**src/rtl/sfifo_flags_if.sv**
```systemverilog
`default_nettype none
// +----------------------------------------------------------------------------+
// | sfifo_flags_if : producer/consumer signal bundle for the sfifo_flags FIFO  |
// | Revision 1.0                                                               |
// +----------------------------------------------------------------------------+
interface sfifo_flags_if #(
    parameter int BW     = 8,
    parameter int LGFLEN = 4
);
    logic              i_flush;
    logic              i_clr_err;
    logic              i_wr;
    logic [BW-1:0]     i_data;
    logic              i_rd;
    logic              o_full;
    logic              o_afull;
    logic [LGFLEN:0]   o_fill;
    logic [BW-1:0]     o_data;
    logic              o_valid;
    logic              o_empty;
    logic              o_aempty;
    logic              o_overflow;
    logic              o_underflow;

    modport master (
        output i_flush, i_clr_err, i_wr, i_data, i_rd,
        input  o_full, o_afull, o_fill, o_data, o_valid, o_empty, o_aempty,
               o_overflow, o_underflow
    );

    modport slave (
        input  i_flush, i_clr_err, i_wr, i_data, i_rd,
        output o_full, o_afull, o_fill, o_data, o_valid, o_empty, o_aempty,
               o_overflow, o_underflow
    );
endinterface
`default_nettype wire

```
**src/rtl/sfifo_flags.sv**
```systemverilog
`default_nettype none
// +----------------------------------------------------------------------------+
// | sfifo_flags : single-clock FIFO with flush, almost flags, FWFT/registered  |
// |               read and sticky overflow/underflow flags                     |
// | Revision 1.0                                                               |
// +----------------------------------------------------------------------------+
module sfifo_flags #(
    parameter int BW         = 8,
    parameter int LGFLEN     = 4,
    parameter int AF_LEVEL   = 12,
    parameter int AE_LEVEL   = 2,
    parameter int OPT_FWFT   = 1,
    parameter int OPT_WRFULL = 1
) (
    input  logic          i_clk,
    input  logic          i_reset_n,
    sfifo_flags_if.slave  bus
);
    localparam int              c_DEPTH   = 1 << LGFLEN;
    localparam logic [LGFLEN:0] c_DEPTH_W = c_DEPTH[LGFLEN:0];
    localparam logic [LGFLEN:0] c_AF      = AF_LEVEL[LGFLEN:0];
    localparam logic [LGFLEN:0] c_AE      = AE_LEVEL[LGFLEN:0];
    localparam logic [LGFLEN:0] c_ONE     = (LGFLEN+1)'(1);

    logic [BW-1:0]   mem_q [c_DEPTH];
    logic [LGFLEN:0] wr_addr_q, rd_addr_q, fill_q, fill_d;
    logic            full_q, afull_q, empty_q, aempty_q;
    logic            overflow_q, underflow_q;

    logic            w_rd_ok, w_wr_ok, w_rd_go, w_wr_go, w_ovf_set, w_unf_set;
    logic [LGFLEN-1:0] w_rd_idx;

    assign w_rd_ok  = bus.i_rd & ~empty_q;
    assign w_wr_ok  = bus.i_wr & (~full_q | ((OPT_WRFULL != 0) & w_rd_ok));
    // A flush swallows same-cycle traffic entirely, including its error side effects.
    assign w_rd_go   = w_rd_ok & ~bus.i_flush;
    assign w_wr_go   = w_wr_ok & ~bus.i_flush;
    assign w_ovf_set = bus.i_wr & ~w_wr_ok & ~bus.i_flush;
    assign w_unf_set = bus.i_rd & empty_q & ~bus.i_flush;
    assign w_rd_idx  = rd_addr_q[LGFLEN-1:0];

    always_comb begin
        fill_d = fill_q;
        if (bus.i_flush)
            fill_d = '0;
        else if (w_wr_go && !w_rd_go)
            fill_d = fill_q + c_ONE;
        else if (!w_wr_go && w_rd_go)
            fill_d = fill_q - c_ONE;
    end

    always_ff @(posedge i_clk or negedge i_reset_n) begin
        if (!i_reset_n) begin
            wr_addr_q   <= '0;
            rd_addr_q   <= '0;
            fill_q      <= '0;
            full_q      <= 1'b0;
            afull_q     <= 1'b0;
            empty_q     <= 1'b1;
            aempty_q    <= 1'b1;
            overflow_q  <= 1'b0;
            underflow_q <= 1'b0;
        end else begin
            if (bus.i_flush) begin
                wr_addr_q <= '0;
                rd_addr_q <= '0;
            end else begin
                if (w_wr_go) wr_addr_q <= wr_addr_q + c_ONE;
                if (w_rd_go) rd_addr_q <= rd_addr_q + c_ONE;
            end
            fill_q   <= fill_d;
            full_q   <= (fill_d == c_DEPTH_W);
            afull_q  <= (fill_d >= c_AF);
            empty_q  <= (fill_d == '0);
            aempty_q <= (fill_d <= c_AE);
            // Setting beats clearing so an error in the clear cycle is never lost.
            if (w_ovf_set)          overflow_q <= 1'b1;
            else if (bus.i_clr_err) overflow_q <= 1'b0;
            if (w_unf_set)          underflow_q <= 1'b1;
            else if (bus.i_clr_err) underflow_q <= 1'b0;
        end
    end

    always_ff @(posedge i_clk) begin
        if (w_wr_go)
            mem_q[wr_addr_q[LGFLEN-1:0]] <= bus.i_data;
    end

    generate
        if (OPT_FWFT != 0) begin : g_fwft
            assign bus.o_data  = mem_q[w_rd_idx];
            assign bus.o_valid = ~empty_q;
        end else begin : g_reg
            logic [BW-1:0] rdata_q;
            logic          valid_q;
            always_ff @(posedge i_clk or negedge i_reset_n) begin
                if (!i_reset_n) begin
                    rdata_q <= '0;
                    valid_q <= 1'b0;
                end else begin
                    valid_q <= w_rd_go;
                    if (w_rd_go)
                        rdata_q <= mem_q[w_rd_idx];
                end
            end
            assign bus.o_data  = rdata_q;
            assign bus.o_valid = valid_q;
        end
    endgenerate

    assign bus.o_fill      = fill_q;
    assign bus.o_full      = full_q;
    assign bus.o_afull     = afull_q;
    assign bus.o_empty     = empty_q;
    assign bus.o_aempty    = aempty_q;
    assign bus.o_overflow  = overflow_q;
    assign bus.o_underflow = underflow_q;
endmodule
`default_nettype wire

```
**src/flat_wrapper.sv**
```systemverilog
// flat-port wrapper written by rule: the top's interface ports become plain ports
module sfifo_flags_flat 
#(
    parameter int BW         = 8,
    parameter int LGFLEN     = 4,
    parameter int AF_LEVEL   = 12,
    parameter int AE_LEVEL   = 2,
    parameter int OPT_FWFT   = 1,
    parameter int OPT_WRFULL = 1
)
  (i_clk, i_reset_n, bus_i_flush, bus_i_clr_err, bus_i_wr, bus_i_data, bus_i_rd, bus_o_full, bus_o_afull, bus_o_fill, bus_o_data, bus_o_valid, bus_o_empty, bus_o_aempty, bus_o_overflow, bus_o_underflow);
  sfifo_flags_if #(.BW(BW), .LGFLEN(LGFLEN)) bus_i ();
  input  logic i_clk;
  input  logic i_reset_n;
  input wire logic [$bits(bus_i.i_flush)-1:0] bus_i_flush;
  input wire logic [$bits(bus_i.i_clr_err)-1:0] bus_i_clr_err;
  input wire logic [$bits(bus_i.i_wr)-1:0] bus_i_wr;
  input wire logic [$bits(bus_i.i_data)-1:0] bus_i_data;
  input wire logic [$bits(bus_i.i_rd)-1:0] bus_i_rd;
  output wire logic [$bits(bus_i.o_full)-1:0] bus_o_full;
  output wire logic [$bits(bus_i.o_afull)-1:0] bus_o_afull;
  output wire logic [$bits(bus_i.o_fill)-1:0] bus_o_fill;
  output wire logic [$bits(bus_i.o_data)-1:0] bus_o_data;
  output wire logic [$bits(bus_i.o_valid)-1:0] bus_o_valid;
  output wire logic [$bits(bus_i.o_empty)-1:0] bus_o_empty;
  output wire logic [$bits(bus_i.o_aempty)-1:0] bus_o_aempty;
  output wire logic [$bits(bus_i.o_overflow)-1:0] bus_o_overflow;
  output wire logic [$bits(bus_i.o_underflow)-1:0] bus_o_underflow;
  assign bus_i.i_flush = bus_i_flush;
  assign bus_i.i_clr_err = bus_i_clr_err;
  assign bus_i.i_wr = bus_i_wr;
  assign bus_i.i_data = bus_i_data;
  assign bus_i.i_rd = bus_i_rd;
  assign bus_o_full = bus_i.o_full;
  assign bus_o_afull = bus_i.o_afull;
  assign bus_o_fill = bus_i.o_fill;
  assign bus_o_data = bus_i.o_data;
  assign bus_o_valid = bus_i.o_valid;
  assign bus_o_empty = bus_i.o_empty;
  assign bus_o_aempty = bus_i.o_aempty;
  assign bus_o_overflow = bus_i.o_overflow;
  assign bus_o_underflow = bus_i.o_underflow;
  sfifo_flags #(.BW(BW), .LGFLEN(LGFLEN), .AF_LEVEL(AF_LEVEL), .AE_LEVEL(AE_LEVEL), .OPT_FWFT(OPT_FWFT), .OPT_WRFULL(OPT_WRFULL)) u_core (.i_clk(i_clk), .i_reset_n(i_reset_n), .bus(bus_i));
endmodule
```
**config.mk**
```make
export PLATFORM = sky130hd
export DESIGN_NAME = sfifo_flags_flat
export DESIGN_NICKNAME = d
export VERILOG_FILES = /design/src/rtl/sfifo_flags_if.sv /design/src/rtl/sfifo_flags.sv /design/src/flat_wrapper.sv
export SDC_FILE = /design/constraint.sdc
export NUM_CORES = 1
export LEC_CHECK = 0
export ABC_CLOCK_PERIOD_IN_PS = 1750
export CORE_MARGIN = 2
export CORE_UTILIZATION = 57
export CTS_CLUSTER_DIAMETER = 120
export DETAILED_ROUTE_END_ITERATION = 8
export DONT_BUFFER_PORTS = 1
export PLACE_DENSITY = 0.83
export SLEW_MARGIN = 30
export SYNTH_ARGS = -nofsm -noshare
export SYNTH_HDL_FRONTEND = slang
export SYNTH_SLANG_ARGS = --single-unit
```
**constraint.sdc**
```tcl
create_clock -name i_clk -period 1.75 [get_ports i_clk]
set_input_delay 0.175 -clock i_clk [delete_from_list [all_inputs] [get_ports i_clk]]
set_output_delay 0.175 -clock i_clk [all_outputs]
set_load 0.05 [all_outputs]
```
; ---- Word-level counts from Yosys, hierarchy flattened
; Memories as Yosys holds them, arrays and structs flattened.
; Cells that the tools add are included.
[totals]
wordCells = 51
output_inout_bits = 20
n_memories = 1
rom_bits = 0
latchBits = 0
in_bits = 14
ramBits = 128
register_bits = 21
[mem_list]
columns = name, depth, word_bits, rd, rd_ports_with_merged_regs, write_ports, line
row1 = u_core.mem_q, 16, 8, 1, 0, 1, sfifo_flags.sv:25  ; logic [BW-1:0] mem_q [c_DEPTH];
[op_classes]
magnitude_cmp = 2
reduce_logical = 9
n_eq_ne = 1
n_mul = 0
addsub = 4
n_div = 0
bitwise_logic = 13
n_shift = 0
muxes = 12
[op_table]
columns = op, n
row1 = 2-to-1 mux 5 bit, 7
row2 = "adder 5 x 1 -> 5 bit, second input constant", 3
row3 = bitwise AND 1 bit, 8
row4 = nonzero test 2 bit, 4
row5 = "equality test 5 bit, second input constant", 1
row6 = ">= comparator 5 x 4 -> 1 bit, second input constant", 1
row7 = "less-or-equal comparator 5 x 2 -> 1 bit, second input constant", 1
row8 = logical NOT 5 bit, 1
row9 = 2-to-1 mux 1 bit, 5
row10 = "subtractor 5 x 1 -> 5 bit, second input constant", 1
row11 = NOT 1 bit, 4
row12 = logical AND 1 bit, 2
row13 = logical NOT 1 bit, 2
row14 = OR 1 bit, 1

; ---- Longest topological paths before layout
[logic_depth]
depth_word = 11
ltp_mapped = 7
mapped_depth_nobuf = 7

; ---- Least setup slack after synthesis
; Ideal clock, no wire load.
[synth_path]
path_kind = reg2reg
startpoint = register u_core.fill_q[0] (netlist: u_core.bus.o_fill[0])
endpoint = register u_core.full_q (netlist: u_core.bus.o_full)
path_buffers = 0
path_stages_with_launch = 8
slack_ps = -573
period_less_slack_ps = 2323
arrival_ps = 2187
cell_sequence = dfrtp_1 -> inv_1 -> ha_1 -> and4bb_2 -> nor3b_1 -> a41oi_1 -> mux2_2 -> nor3b_1
[synth_between]
elab_chain_cells = 5
word_cells_on_any_way = 6
[synth_rtl]
columns = item, line
row1 = start: declaration, sfifo_flags.sv:26  ; logic [LGFLEN:0] wr_addr_q, rd_addr_q, fill_q, fill_d;
row2 = start signal: assignment, sfifo_flags.sv:71  ; fill_q <= fill_d;
row3 = subtractor 5 x 1 -> 5 bit, sfifo_flags.sv:49  ; fill_d = fill_q - c_ONE;
row4 = 2-to-1 mux 5 bit, sfifo_flags.sv:48  ; else if (!w_wr_go && w_rd_go)
row5 = 2-to-1 mux 5 bit *, sfifo_flags.sv:46  ; else if (w_wr_go && !w_rd_go)
row6 = 2-to-1 mux 5 bit *, sfifo_flags.sv:44  ; if (bus.i_flush)
row7 = via u_core.fill_d[4], sfifo_flags.sv:26
row8 = equality test 5 bit *, sfifo_flags.sv:72  ; full_q <= (fill_d == c_DEPTH_W);
row9 = end signal: assignment, sfifo_flags.sv:72
row10 = end: declaration, sfifo_flags.sv:27  ; logic full_q, afull_q, empty_q, aempty_q;
; Mark *: on every way through the listed nets, which the timed path passes. The rest lies on a longest branch.
; A chain may end at the register's enable or synchronous reset.

; ---- Final worst setup path
[layout_path]
startpoint = register u_core.rd_addr_q[0]
endpoint = output port bus_o_data[2]
[layout_between]
elab_chain_cells = 1
[layout_rtl]
columns = item, line
row1 = start: declaration, sfifo_flags.sv:26
row2 = start signal: assignment, sfifo_flags.sv:69  ; if (w_rd_go) rd_addr_q <= rd_addr_q + c_ONE;
row3 = memory read (16 x 8 bit), -
row4 = end: declaration, flat_wrapper.sv:23  ; output wire logic [$bits(bus_i.o_data)-1:0] bus_o_data;
; No other way between the ends.

==> impl_summary.log <==
[metrics] overall power: 9.91 mW
[metrics] Yosys Warn Count: 0
[metrics] final number of setup-violating endpoints: 29
[metrics] signed area change from the synthesized netlist to the final layout: 37.1%
[metrics] total power divided by cell area: 1190 mW/mm2
[metrics] insertion delay to the later sink of the worst-skew pair: 0.53 ns
[metrics] detailed-routing iteration count for the pre-antenna-repair pass: 4
[metrics] capturing element type of the critical path: primary output
[metrics] number of H-tree levels: 4
[metrics] clock tree from TritonCTS: yes
[metrics] outcome: complete, but fails checks
[metrics] antenna violations before repair: 0
[metrics] drc violations: 0
[metrics] Leak Pwr: 2.82 nW
[metrics] largest clock skew in the final design: 0.0128 ns
[metrics] Cell Count, Final, Fillers Out: 577
[metrics] violations in the final reports: negative setup slack
[metrics] CP Max Fanout: 8
[metrics] die footprint: 0.0115 mm2
[metrics] cell area after synthesis: 0.00606 mm2
[metrics] setup ws final: -0.749 ns
[metrics] antenna-violating nets left: 0
[metrics] standard cell area after detailed placement: 0.00727 mm2
[metrics] synthesized instance count: 335
[metrics] signal arrival time at the worst endpoint: 2.32 ns
[metrics] Reg area: 0.00433 mm2
[metrics] Routed WL per cell: 24.5 um
[metrics] max-slew violation count: 0
[metrics] all-layer global routing usage: 26.6%
[metrics] upper clock frequency limit: 0.400 GHz
[metrics] clock transition at the registers of the reported paths: 0.06 ns
[metrics] async set-reset flop share out of synthesis: 12.9%
[metrics] die span in x: 107 um
[metrics] portion of the post-synthesis area used by sequential elements: 71.3%
[metrics] leading cell types in the layout, fill and taps excluded: sky130_fd_sc_hd__edfxtp_1 (128), sky130_fd_sc_hd__buf_4 (43), sky130_fd_sc_hd__mux4_2 (32), sky130_fd_sc_hd__buf_12 (30), sky130_fd_sc_hd__clkbuf_16 (16)
[metrics] transition at the pin with the smallest max-transition slack: 0.689 ns
[metrics] Placeable Area: 0.0103 mm2
[metrics] commonest non-fill, non-tap cell in the layout: sky130_fd_sc_hd__edfxtp_1
[metrics] initial core utilization: 58.7%
[metrics] filler instances: 458
[metrics] remaining global-route overflow: 0
[metrics] Critical Path RT: 1.57 ns
[metrics] deepest clock path buffer count: 2
[metrics] routed vias: 3461
[metrics] largest net degree at the start of global routing: 22
[metrics] per-cell via count in the routed design: 6.00
[metrics] height of the die: 107 um
[metrics] clock buffer count from CTS: 17
[metrics] Final Instance Area: 0.00832 mm2
[metrics] count of inserted antenna diode cells: 0
[metrics] distinct cell type count after synthesis: 43
[metrics] slew margin rel.: 54.0%
[metrics] maximum vdd ir drop: 1010 uV
[metrics] Synth Net Count: 356
[metrics] Final Hold Violating Endpoints: 0
[metrics] proportion of layout cells with a drive suffix above 1: 49.9%
[metrics] number of enable-type register cells in the synthesized netlist: 128
[metrics] routability congestion estimate: 0.773
[metrics] syn avg cell area: 18.1 um2
[metrics] half-perimeter wire length after placement: 8.42 mm
[metrics] root buffer cell: sky130_fd_sc_hd__clkbuf_8
[metrics] multi-input combinational cell area: 0.00215 mm2
[metrics] Min-Delay Path Class: in -> reg
[metrics] standard-cell rows: 37
[metrics] initial detailed-routing violation count: 251
[metrics] # placed instances: 518
[metrics] part of the cycle the worst path needs: 143%
[metrics] sum of negative setup slack: -6.67 ns
[metrics] Worst Setup Path Type: reg -> out
[metrics] unrepaired setup endpoints after global routing: true
[metrics] min cycle time layout: 2.50 ns
[metrics] number of max-cap violations: 0
[metrics] kind of start point of the critical path: register
[metrics] number of global-route vias before repair: 3701
[metrics] number of storage elements in the synthesis netlist: 147
[metrics] total wire length after detailed routing: 14.2 mm
[metrics] # port buffers: 0
[metrics] fin nets: 450
[metrics] top-level port count: 34
[metrics] predominant post-synthesis flop cell: sky130_fd_sc_hd__edfxtp_1
[metrics] global-route wire length before repair: 21.4 mm
[metrics] Clock Sinks: 147
[routing by layer]
metal	vias up	wire (um)	GRT usage [%]
li1	1502	-	-
met1	1803	5210	32.0
met2	130	7880	46.7
met3	26	760	6.87
met4	0	313	9.46
met5	-	0	0
[state kept, by name, indices dropped and copies added (netlist names)]
name,cells
u_core.bus.o_aempty,1
u_core.mem_q,128
u_core.bus.o_afull,1
u_core.bus.o_fill,5
u_core.bus.o_underflow,1
u_core.bus.o_overflow,1
u_core.bus.o_empty,1
u_core.bus.o_full,1
u_core.rd_addr_q,4
u_core.wr_addr_q,4
[power breakdown]
group	switching (mW)	internal, mW
sequential	0.191	3.95
combinational	1.35	1.34
clock	1.35	1.73
[final cells by class]
cell class              instances  area share [%]
clock buffers                  19            5.07
multi-input cells             163            25.8
inverters                       7           0.361
flip-flops and latches        147            52.1
clock inverters                12            1.04
well taps                     136            2.05
repair buffers                 93            13.6
[cells in the mapped netlist, drive strengths merged, types with 4 or more instances]
cell,instances,area [um2]
inv,7,26.3
nor3,8,51.3
edfxtp,128,3840
a21oi,14,70.1
a211oi,9,67.6
ha,7,87.6
xor2,5,43.8
nor2,27,101
buf,13,73.8
mux2i,8,80.1
nand2,12,45.0
dfrtp,17,425
mux4,32,721
clkbuf,5,18.8
nand2b,4,32.5
nor2b,10,62.6
[repair_timing]
item	4_1_cts	5_1_grt
endpoints found under the hold margin	165	19
buffers inserted	3	11
gates resized for setup	30	23
pin swaps	10	11
setup endpoints to repair	142	103
hold buffers	13	1
[kinds of logic (layout without fill, tap and decap cells)]
group | after synthesis | count (layout) | share of synthesized area [%]
mux | 42 | 42 | 13.6
fa+ha+maj | 7 | 7 | 1.44
simple gates | 73 | 73 | 6.73
compound gates | 33 | 33 | 3.86
buf+inv | 25 | 131 | 1.96
xor+xnor | 8 | 8 | 1.16
flops | 147 | 147 | 71.3
[metrics by stage]
step	utilization, %	hold WS (ns)	setup slack, ns
6_report	80.5	0.0486	-0.749
5_1_grt	80.5	0.0392	-0.797
4_1_cts	78.3	0.000868	-0.745
3_5_place_dp	70.4	-0.120	-0.246
3_3_place_gp	70.4	-0.120	-0.187
2_1_floorplan	-	-0.121	-0.291
[worst paths after layout]
path | depth (start not counted) | startpoint | slack (ns) | to
setup reg to reg | 5 | u_core.bus.o_empty$_DFF_PN1_ | -0.21 | u_core.bus.o_aempty$_DFF_PN1_
hold reg to reg | 2 | u_core.wr_addr_q[0]$_DFFE_PN0P_ | 0.63 | u_core.wr_addr_q[0]$_DFFE_PN0P_
min in group asynchronous | 2 | i_reset_n | 0.16 | u_core.bus.o_underflow$_DFFE_PN0P_
max in group asynchronous | 2 | i_reset_n | 1.25 | u_core.bus.o_fill[1]$_DFF_PN0_
setup / recovery | 6 | u_core.rd_addr_q[0]$_DFFE_PN0P_ | -0.75 | bus_o_data[2]
hold / removal | 2 | bus_i_flush | 0.05 | u_core.bus.o_aempty$_DFF_PN1_
[worst max-delay path, cell delays in order (launching register included)]
cell                      delay [ns]
sky130_fd_sc_hd__dfrtp_2        0.44
sky130_fd_sc_hd__buf_12         0.14
sky130_fd_sc_hd__buf_12         0.13
sky130_fd_sc_hd__buf_4          0.11
sky130_fd_sc_hd__mux4_2         0.50
sky130_fd_sc_hd__mux2i_2        0.28
sky130_fd_sc_hd__a21oi_4        0.19
(Power assumes the default switching activity.)
